File: config.mk
export PLATFORM = sky130hd
export DESIGN_NAME = hour_display_scan
export DESIGN_NICKNAME = d
export VERILOG_FILES = /design/src/rtl/hour_display_scan.sv
export SDC_FILE = /design/constraint.sdc
export NUM_CORES = 1
export LEC_CHECK = 0
export CAP_MARGIN = 25
export CORE_UTILIZATION = 58
export CTS_CLUSTER_SIZE = 20
export DETAILED_ROUTE_END_ITERATION = 16
export HOLD_SLACK_MARGIN = 0.03
export PLACE_DENSITY = 0.85
export SLEW_MARGIN = 0
export SYNTH_ARGS = -nofsm -noshare
export SYNTH_HDL_FRONTEND = slang
export SYNTH_SLANG_ARGS = --single-unit
File: constraint.sdc
create_clock -name clk -period 7.05 [get_ports clk]
set_clock_uncertainty 0.15 [all_clocks]
set_input_delay 1.0575 -clock clk [delete_from_list [all_inputs] [get_ports clk]]
set_output_delay 1.0575 -clock clk [all_outputs]
set_load 0.05 [all_outputs]
File: src/rtl/hour_display_scan.sv
// Binary hour (0..23) to a 2-digit multiplexed 7-segment display scan; "--" when out of range.
// Optional blink of the segments in hour-adjust mode when HOUR_BLINK_EN is defined.
module hour_display_scan #(
  parameter int unsigned SCAN_DIV  = 1000,
  parameter int unsigned BLINK_DIV = 250
) (
  input  logic       clk,
  input  logic       clear,
  input  logic [5:0] digits,
  input  logic       adjust,
  output logic [6:0] seg,
  output logic [1:0] dig_sel
);

  localparam int unsigned PW = (SCAN_DIV > 2) ? $clog2(SCAN_DIV) : 1;
  localparam logic [PW-1:0] PMAX = PW'(SCAN_DIV - 1);
  localparam logic [6:0] SEG_DASH = 7'h40;

  typedef enum logic [1:0] {BLANK, TENS, ONES} state_t;

  state_t        state_q, state_d;
  logic [PW-1:0] pcnt_q, pcnt_d;
  logic [5:0]    hour_q, hour_d;
  logic [6:0]    seg_d;
  logic [1:0]    dig_sel_d;
  logic [6:0]    pat;
  logic          tick;

  function automatic logic [6:0] seg_of(input logic [3:0] d);
    logic [6:0] s;
    case (d)
      4'd0:    s = 7'h3F;
      4'd1:    s = 7'h06;
      4'd2:    s = 7'h5B;
      4'd3:    s = 7'h4F;
      4'd4:    s = 7'h66;
      4'd5:    s = 7'h6D;
      4'd6:    s = 7'h7D;
      4'd7:    s = 7'h07;
      4'd8:    s = 7'h7F;
      4'd9:    s = 7'h6F;
      default: s = 7'h00;
    endcase
    return s;
  endfunction

  // Tens offset of an in-range hour: 0, 10 or 20.
  function automatic logic [5:0] tens_base(input logic [5:0] h);
    logic [5:0] t;
    if (h >= 6'd20)      t = 6'd20;
    else if (h >= 6'd10) t = 6'd10;
    else                 t = 6'd0;
    return t;
  endfunction

  function automatic logic [6:0] tens_pat(input logic [5:0] h);
    logic [6:0] s;
    if (h >= 6'd24)      s = SEG_DASH;
    else if (h >= 6'd20) s = seg_of(4'd2);
    else if (h >= 6'd10) s = seg_of(4'd1);
    else                 s = seg_of(4'd0);
    return s;
  endfunction

  function automatic logic [6:0] ones_pat(input logic [5:0] h);
    logic [6:0] s;
    if (h >= 6'd24) s = SEG_DASH;
    else            s = seg_of(4'(h - tens_base(h)));
    return s;
  endfunction

  assign tick = (pcnt_q == PMAX);

`ifdef HOUR_BLINK_EN
  localparam int unsigned BW = (BLINK_DIV > 1) ? $clog2(BLINK_DIV) : 1;
  localparam logic [BW-1:0] BMAX = BW'(BLINK_DIV - 1);

  logic [BW-1:0] bcnt_q, bcnt_d;
  logic          phase_q, phase_d;
  logic [6:0]    pat_q, pat_d;
`else
  logic        unused_adjust;
  logic [31:0] unused_blink_div;
  assign unused_adjust    = adjust;
  assign unused_blink_div = BLINK_DIV;
`endif

  // Next-state and registered-output logic; the frame samples digits once per TENS entry.
  always_comb begin
    state_d   = state_q;
    hour_d    = hour_q;
    seg_d     = seg;
    dig_sel_d = dig_sel;
    pat       = 7'h00;
    pcnt_d    = tick ? '0 : pcnt_q + PW'(1);

    if (tick) begin
      case (state_q)
        BLANK, ONES: begin
          state_d   = TENS;
          hour_d    = digits;
          pat       = tens_pat(digits);
          dig_sel_d = 2'b10;
        end
        TENS: begin
          state_d   = ONES;
          pat       = ones_pat(hour_q);
          dig_sel_d = 2'b01;
        end
        default: begin
          state_d   = BLANK;
          dig_sel_d = 2'b00;
        end
      endcase
    end

`ifdef HOUR_BLINK_EN
    pat_d   = pat_q;
    bcnt_d  = bcnt_q;
    phase_d = phase_q;

    // Blanking is decided per slot; leaving adjust mode restores the slot pattern at once.
    if (tick) begin
      pat_d = pat;
      seg_d = (adjust && phase_q) ? 7'h00 : pat;
    end else if (!adjust) begin
      seg_d = pat_q;
    end

    if (!adjust) begin
      bcnt_d  = '0;
      phase_d = 1'b0;
    end else if (tick) begin
      if (bcnt_q == BMAX) begin
        bcnt_d  = '0;
        phase_d = !phase_q;
      end else begin
        bcnt_d = bcnt_q + BW'(1);
      end
    end
`else
    if (tick) seg_d = pat;
`endif
  end

  always_ff @(posedge clk or posedge clear) begin
    if (clear) begin
      state_q <= BLANK;
      pcnt_q  <= '0;
      hour_q  <= '0;
      seg     <= 7'h00;
      dig_sel <= 2'b00;
`ifdef HOUR_BLINK_EN
      bcnt_q  <= '0;
      phase_q <= 1'b0;
      pat_q   <= 7'h00;
`endif
    end else begin
      state_q <= state_d;
      pcnt_q  <= pcnt_d;
      hour_q  <= hour_d;
      seg     <= seg_d;
      dig_sel <= dig_sel_d;
`ifdef HOUR_BLINK_EN
      bcnt_q  <= bcnt_d;
      phase_q <= phase_d;
      pat_q   <= pat_d;
`endif
    end
  end

endmodule

==> results.yml, run 1 <==
logic_synthesis:
  netlist_area_um2: 1400
  synth_seq_cells: 25
  ys_types: 38
  syn_avg_cell_area_um2: 9.18
  synth_edf_count: 0
  ys_async_sr_fraction_pct: 100
  synth_seq_area_share_pct: 44.8
  yosysWarnings: 0
  ys.flop_type: "dfrtp_1"
  synthCells: 152
  syn-num-nets: 168
clock_tree:
  cts.sinks: 25
  root_buffer: "clkbuf_4"
  cts_htree_levels: 1
  clkSlewWorstSetupHoldPaths_ns: 0.14
  cts_tree: "yes"
  cts_resized: 0
  numCtsBuffers: 3
  clock_latency_ns: 0.32
  post_cts_buffers: 0
  clockBufferDepth: 2
  cts_hold_buf: 0
min_path:
  hold_path.class: "reg -> reg"
  hold_depth: 1
final_layout:
  final_util_pct: 71.6
  final_cell_area_um2: 1600
  drive_gt1_share_pct: 5.33
  n_antenna_cell: 0
  syn2layout_area_growth_pct: 14.6
  fin_nets: 186
  final_common_cell: "dfrtp_1"
  num-fill-cells: 167
  mostFrequentLayoutCells: "dfrtp_1, nand2_1, clkdlybuf4s50_1"
timing:
  fin_crit_sh_pct: 42.2
  setup_slack_ns: 4.08
  worst_slew_margin_rel_pct: 38.4
  period_minus_slack_ns: 2.97
  fmax_mhz: 336
  hold_violations: 0
  slew_violations: 0
  worst_slew_pin_slew_ns: 0.924
  final.setup.tns_ns: 0
  rsz0062_at_grt: "false"
  setup_viol: 0
power:
  power.switching_uw: 48.0
  clkPwrFrac_pct: 29.3
  power.leakage_nw: 0.691
  intPower_uw: 169
  comb_power_share_pct: 4.6
  pwr-share-seq_pct: 66.1
  peakVddDrop_mv: 0.142
  p_per_area_nw_per_um2: 136
  switching_share_pct: 22.1
floorplanning:
  start_util_pct: 62.5
  die_w_um: 51.0
  ios: 18
  die_h_um: 51.0
  rows: 17
  core_um2: 2230
  die_area_um2: 2610
routing:
  drc_errors: 0
  num_vias: 1143
  vias_per_cell: 5.80
  drt-total-wl_mm: 2.66
  wl_per_cell_um: 13.5
  antenna_left: 0
  drtIter0Drc: 29
  first_pass_iters: 4
run_status:
  status: "finished, final reports clean"
critical_path:
  cp-end-kind: "register"
  worstPathRequired_ns: 7.10
  worstSetupPathType: "reg -> reg"
  arrival_ns: 3.03
  cp_max_fo: 7
  critPathLaunchType: "register"
  worst-r2r-cell-count: 11
placement:
  place_hpwl_mm: 2.00
  gp_congestion: 0.800
  dp_slack_ns: 4.13
  place_area_um2: 1570
  portBuffers: 16
global_routing:
  grt_usage_pct: 24.3
  grt_pass1_vias: 1071
  grt-ovfl-total: 0
  grt_pass1_wl_mm: 4.68
  antenna_found_initial: 0
  grt_max_degree: 26
job:
  drv_cap: 0
## final timing paths
| path | slack (ns) | start | end |
|---|---|---|---|
| setup / recovery | 4.08 | hour_q[2] | seg[0] |
| hold / removal | 0.35 | pcnt_q[0] | pcnt_q[0] |
| max in group asynchronous | 5.11 | clear | seg[4] |
| min in group asynchronous | 1.08 | clear | state_q[0] |
| setup reg to reg | 4.08 | hour_q[2] | seg[0] |
| hold reg to reg | 0.35 | pcnt_q[0] | pcnt_q[0] |
## sequential cells by signal, indices dropped and copies added, names as in the netlist
register,flops
state_q,1
seg,7
dig_sel,1
pcnt_q,10
hour_q,6
## power by group through the flow
stage,Clock [mW],Sequential (mW),Combinational [mW]
detailed placement,0,0.146,0.0101
finish,0.0637,0.143,0.00989
CTS,0.0646,0.143,0.0101
global placement,0,0.146,0.00996
global route,0.0693,0.143,0.0114
floorplan,0,0.146,0.00408
## synth_stat cells, drive strengths merged, types with 4 or more instances
cell type	count	share of area, %
dfrtp	25	45
nand2	17	4.6
nor2	16	4.5
o21ai	15	5.4
a21oi	11	3.9
inv	8	2.2
ha	6	5.4
nand3	6	2.2
nand2b	4	1.8
xor2	4	2.5
## worst max-delay path: stages (launching register included)
cell,delay [ns]
dfrtp_1,0.45
inv_1,0.14
a21oi_1,0.09
a21oi_1,0.14
nor2_1,0.06
ha_1,0.19
fa_1,0.41
or2_0,0.26
o211ai_1,0.44
nor2_1,0.15
nor3_1,0.27
a31oi_1,0.12
## per-stage QoR
| stage | hold WS [ns] | cells | power, mW |
|---|---|---|---|
| final | 0.347 | 197 | 0.217 |
| after global placement | 0.315 | 192 | 0.156 |
| after CTS | 0.340 | 197 | 0.218 |
| after detailed placement | 0.322 | 193 | 0.156 |
| after global routing | 0.369 | 197 | 0.224 |
| after floorplan | 0.295 | 152 | 0.150 |
## routing by layer
metal  GRT usage, %  routed length, um  vias up
met1           33.7               1260      547
met2           38.8               1260       25
li1               -                  -      565
met5              0                  0        -
met4           9.72                 53        0
met3           2.68                 86        6
## final cells by class
type                       instances  area (um^2)  share of cell area [%]
sequential                        25          626                    39.1
multi-input combinational        115          713                    44.6
clock buffer                       3         22.5                    1.41
clock inverter                     1         5.00                   0.313
timing repair buffer              17          168                    10.5
tap                               28         35.0                    2.19
inverter                           8         30.0                    1.88
## cell families (layout without fill, tap and decap cells)
family	count (synthesis)	in the layout	share of synthesized area [%]
adders and majority gates	7	7	6.82
AOI/OAI and AO/OA	40	40	17.1
muxes	3	3	2.42
buffers and inverters	12	29	4.04
and+or+nand+nor	58	58	20.4
DFF	25	25	44.8
xor gates and xnor gates	7	7	4.39
Note: power is estimated with default switching activity, not from simulation.
==> run 2: changes to the inputs <==
Settings changed: CORE_UTILIZATION 58 to 49, PLACE_DENSITY 0.85 to 0.77.
Clock period 7.05 ns to 2.7 ns, I/O delays scaled along.
==> run 2 against run 1 <==
Effect of this change:
- power grew to 2.6 times the previous value
- routed wire length grew 16%
- critical path depth shrank 1
- first-iteration DRC count grew 21%
- via count grew 3.2%
- cell count grew 5.6%
- maximum frequency grew 13%
- combinational power grew to 2.8 times the previous value
- die area grew 18%
- critical path type unchanged
- critical endpoint unchanged
- highest routed layer unchanged
==> results.yml, run 2 (synthesized netlist as in run 1, its figures left out) <==
critical_path:
  worst-r2r-cell-count: 10
  crit_family: "simple AND/OR/NAND/NOR gates"
  worst-path-stages: 10
  critPathLaunchType: "register"
  r2r_slack_ns: 0.06
  cp_num_buf_inv: 1
  arrival_ns: 2.75
  critPathSlowestCell: "or4_4"
  worstSetupPathType: "reg -> reg"
  cp-end-kind: "register"
  critPathMaxStageDelay_ns: 0.50
  crit_top_cell: "a21oi_1"
  cp_max_fo: 4
  crit_chain: "inv_1 > a21oi_1 > a21oi_1 > nor2_1 > ha_2 > fa_2 > or2_1 > o211a_4 > or4_4 > a31oi_1"
  worstPathRequired_ns: 2.81
global_routing:
  grt_max_degree: 26
  grt-ovfl-total: 0
  grt_pass1_vias: 1154
  grt_usage_pct: 20.5
  grt_pass1_wl_mm: 5.02
  antenna_found_initial: 0
clock_tree:
  root_buffer: "clkbuf_4"
  cts_hold_buf: 0
  cts_htree_levels: 1
  clkSlewWorstSetupHoldPaths_ns: 0.15
  numCtsBuffers: 3
  clockBufferDepth: 2
  cts.sinks: 25
  clock_latency_ns: 0.32
  cts_tree: "yes"
routing:
  wl_met1_mm: 1.36
  drtIter0Drc: 35
  top_layer_used: "met4"
  met2_length_mm: 1.60
  wl_per_cell_um: 14.9
  drc_errors: 0
  vias_per_cell: 5.67
  wl_met3_um: 93
  drt-total-wl_mm: 3.10
  num_vias: 1180
  first_pass_iters: 4
  antenna_left: 0
placement:
  dp_slack_ns: 0.0161
  portBuffers: 16
  gp_congestion: 0.839
  place_hpwl_mm: 2.23
  dp_cells: 202
final_layout:
  largest_reg_flops: 10
  n_antenna_cell: 0
  final_common_cell: "dfrtp_1"
  instances_no_fill: 208
  largest_register: "pcnt_q"
  fin_nets: 195
  syn2layout_area_growth_pct: 22.1
  drive_gt1_share_pct: 15.2
  num-fill-cells: 202
  reg_top3: "pcnt_q (10), seg (7), hour_q (6)"
  mostFrequentLayoutCells: "dfrtp_1, nand2_1, clkdlybuf4s50_1"
timing:
  rsz0062_at_grt: "true"
  fmax_mhz: 378
  period_minus_slack_ns: 2.64
  fin_crit_sh_pct: 97.9
  worst_slew_pin_slew_ns: 0.500
  whs_ns: 0.262
  worst_slew_margin_rel_pct: 66.5
  setup_viol: 0
  slew_violations: 0
  setup_slack_ns: 0.0563
  hold_violations: 0
power:
  p_per_area_nw_per_um2: 335
  peakVddDrop_mv: 0.306
  power.leakage_nw: 0.727
floorplanning:
  ios: 18
  die_h_um: 55.4
  core_um2: 2590
  rows: 18
  start_util_pct: 53.9
  die_w_um: 55.4
  die_area_um2: 3060
run_status:
  status: "finished, final reports clean"
min_path:
  hold_path.class: "in -> async"
job:
  drv_cap: 0
## run 2: cell types whose count changed in the layout (fill, tap and decap cells not counted), sizes merged
| cell | previous run | this run |
|---|---|---|
| buf | 1 | 10 |
## run 2: area by class of cell
type | instances | area [um^2] | area share (%)
clock buffer | 3 | 22.5 | 1.32
clock inverter | 1 | 5.00 | 0.294
inverter | 8 | 30.0 | 1.76
multi-input combinational | 115 | 746 | 43.8
tap | 30 | 37.5 | 2.20
timing repair buffer | 26 | 235 | 13.8
sequential | 25 | 627 | 36.8
## run 2: through the flow
step                utilization (%)  setup TNS [ns]  total power, mW  cell area, um^2
floorplan                         -               0            0.392             1400
global placement               62.8               0            0.409             1630
detailed placement             62.8               0            0.410             1630
CTS                            64.0               0            0.574             1660
global route                   65.7          -0.211            0.594             1700
finish                         65.7               0            0.571             1700
## run 2: worst register-to-register path: stages, from the launching register on
cell and delay, ns:
dfrtp_1 0.40, inv_1 0.10, a21oi_1 0.08, a21oi_1 0.13, nor2_1 0.06, ha_2 0.18, fa_2 0.34, or2_1 0.25
o211a_4 0.27, or4_4 0.50, a31oi_1 0.14
## run 2: metal layers
metal | vias up | track usage (%)
li1 | 581 | -
met1 | 561 | 26.1
met2 | 30 | 35.8
met3 | 8 | 2.81
met4 | 0 | 6.43
met5 | - | 0
## run 2: path summary, 6_finish.rpt
| kind | to | startpoint |
|---|---|---|
| hold / removal | seg[1] | clear |
| setup / recovery | seg[0] | hour_q[1] |
| setup reg to reg | seg[0] | hour_q[1] |
| hold reg to reg | pcnt_q[0] | pcnt_q[0] |
| min in group clk | pcnt_q[0] | pcnt_q[0] |
| max in group asynchronous | hour_q[3] | clear |
## run 2: report_power, final
part	internal (mW)	switching, mW	total [mW]
Combinational	0.0124	0.0157	0.0281
Clock	0.0554	0.113	0.169
Sequential	0.374	0	0.374
Total	0.442	0.129	0.571
## run 2: repair_timing
| action | 4_1_cts | 5_1_grt |
|---|---|---|
| setup buffers | 0 | 2 |
| pin swaps | 1 | 5 |
| setup endpoints to repair | 1 | 4 |
| gates resized for setup | 1 | 9 |
==> run 3: changes to the inputs <==
Settings changed: CORE_UTILIZATION 49 to 54, PLACE_DENSITY 0.77 to 0.8.
Clock period 2.7 ns to 2.6 ns, I/O delays scaled along.
==> run 3 against run 2 <==
Effect of this change:
- the run now ends with setup timing left
- sequential cell count is the same
- die area shrank 8.9%
- worst setup slack lost 0.11 ns
- final area grew 2.0%
- cell count grew 0.96%
- sequential power grew 4%
- global-route usage grew 4.3 points
- critical path depth shrank 2
- critical endpoint unchanged
- highest routed layer unchanged
==> results.yml, run 3 (synthesized netlist as in run 1, its figures left out) <==
run_status:
  status: "finished with violations"
  violations: "setup timing"
final_layout:
  multiInputGateArea_um2: 766
  largest_register: "pcnt_q"
  fin_nets: 197
  register_area_um2: 626
  final_common_cell: "dfrtp_1"
  reg_top3: "pcnt_q (10), seg (7), hour_q (6)"
  mostFrequentLayoutCells: "dfrtp_1, nand2_1, clkdlybuf4s50_1"
  drive_gt1_share_pct: 18.9
  final_util_pct: 70.7
  num-fill-cells: 188
  syn2layout_area_growth_pct: 24.5
  n_antenna_cell: 0
  largest_reg_flops: 10
timing:
  slew_violations: 0
  period_minus_slack_ns: 2.65
  fin_crit_sh_pct: 102
  final.setup.tns_ns: -0.0491
  hold_violations: 0
  worst_slew_pin_slew_ns: 0.498
  rsz0062_at_grt: "true"
  setup_slack_ns: -0.0491
  worst_slew_margin_rel_pct: 66.7
  setup_viol: 1
  fmax_mhz: 377
power:
  power.leakage_nw: 0.741
  comb_power_share_pct: 5.0
  peakVddDrop_mv: 0.269
  pwr-share-seq_pct: 65.6
  clkPwrFrac_pct: 29.4
  intPower_uw: 460
  p_per_area_nw_per_um2: 341
  power.switching_uw: 133
  switching_share_pct: 22.4
routing:
  num_vias: 1216
  drc_errors: 0
  wl_per_cell_um: 15.2
  antenna_left: 0
  vias_per_cell: 5.79
  drt-total-wl_mm: 3.20
  drtIter0Drc: 19
  first_pass_iters: 4
floorplanning:
  die_h_um: 52.8
  ios: 18
  core_um2: 2450
  start_util_pct: 56.8
  rows: 18
  die_area_um2: 2790
  die_w_um: 52.8
global_routing:
  grt_pass1_wl_mm: 5.05
  grt_usage_pct: 24.8
  grt_pass1_vias: 1172
  antenna_found_initial: 0
  grt_max_degree: 26
  grt-ovfl-total: 0
clock_tree:
  cts.sinks: 25
  numCtsBuffers: 3
  root_buffer: "clkbuf_4"
  cts_htree_levels: 1
  cts_tree: "yes"
  clkSlewWorstSetupHoldPaths_ns: 0.14
  clock_latency_ns: 0.31
  clockBufferDepth: 2
  cts_hold_buf: 0
critical_path:
  critPathMaxStageDelay_ns: 0.51
  worstSetupPathType: "reg -> reg"
  crit_family: "simple AND/OR/NAND/NOR gates"
  cp_num_buf_inv: 1
  worstPathRequired_ns: 2.70
  arrival_ns: 2.75
  cp_max_fo: 4
  critPathSlowestCell: "or4_4"
  critPathLaunchType: "register"
  crit_chain: "buf_4 > o21ai_0 > nand2b_1 > fa_2 > or2_4 > o211a_4 > or4_4 > a31oi_1"
  cp-end-kind: "register"
placement:
  gp_congestion: 0.819
  portBuffers: 16
  place_hpwl_mm: 2.27
min_path:
  hold_path.class: "in -> async"
job:
  drv_cap: 0
==> run 3: worst min-delay path: stages <==
cell	delay [ns]
clkdlybuf4s50_1	0.39
inv_1	0.05
buf_4	0.30
==> run 3: path summary, 6_finish.rpt <==
path / slack [ns] / end / startpoint / depth (start not counted)
min reg2reg: 0.35 / pcnt_q[0] / pcnt_q[0] / 1
max: -0.05 / seg[0] / hour_q[3] / 8
max reg2reg: -0.05 / seg[0] / hour_q[3] / 8
min: 0.26 / hour_q[1] / clear / 3
min in group clk: 0.35 / pcnt_q[0] / pcnt_q[0] / 1
max in group asynchronous: 1.80 / seg[1] / clear / 3
==> run 3: area by class of cell <==
class / count / area share [%]
multi-input combinational: 115 / 44.1
inverter: 8 / 1.73
tap: 30 / 2.16
timing repair buffer: 28 / 14.4
sequential: 25 / 36.0
clock buffer: 3 / 1.30
clock inverter: 1 / 0.288
==> run 3: power by group through the flow <==
stage / Clock, mW / Combinational [mW] / Sequential (mW)
after floorplan: 0 / 0.0112 / 0.396
after global placement: 0 / 0.0288 / 0.396
after detailed placement: 0 / 0.0293 / 0.396
after CTS: 0.179 / 0.0294 / 0.389
after global routing: 0.197 / 0.0337 / 0.389
final: 0.174 / 0.0297 / 0.389
==> run 3: timing repair <==
| item | CTS | global route |
|---|---|---|
| setup endpoints to repair | 3 | 6 |
| resized for setup | 2 | 13 |
| pin swaps | 5 | 0 |
| setup buffers | 1 | 1 |
==> run 3: through the flow <==
stage                     cell area [um^2]  setup WS [ns]  hold WS [ns]  cells  total power [mW]
after CTS                             1680       -0.00361         0.259    209             0.597
after global routing                  1740         -0.101         0.310    210             0.620
after detailed placement              1640        -0.0552         0.331    204             0.425
after floorplan                       1400         0.0111         0.267    152             0.407
after global placement                1640        -0.0108         0.318    204             0.425
final                                 1740        -0.0491         0.256    210             0.593
==> run 3: per-layer routing <==
metal	global-route usage, %	up-vias	part of all wire [%]
li1	-	586	-
met1	29.7	604	44
met2	45.4	20	52
met3	3.19	6	2.2
met4	7.46	0	1.3
met5	0	-	0
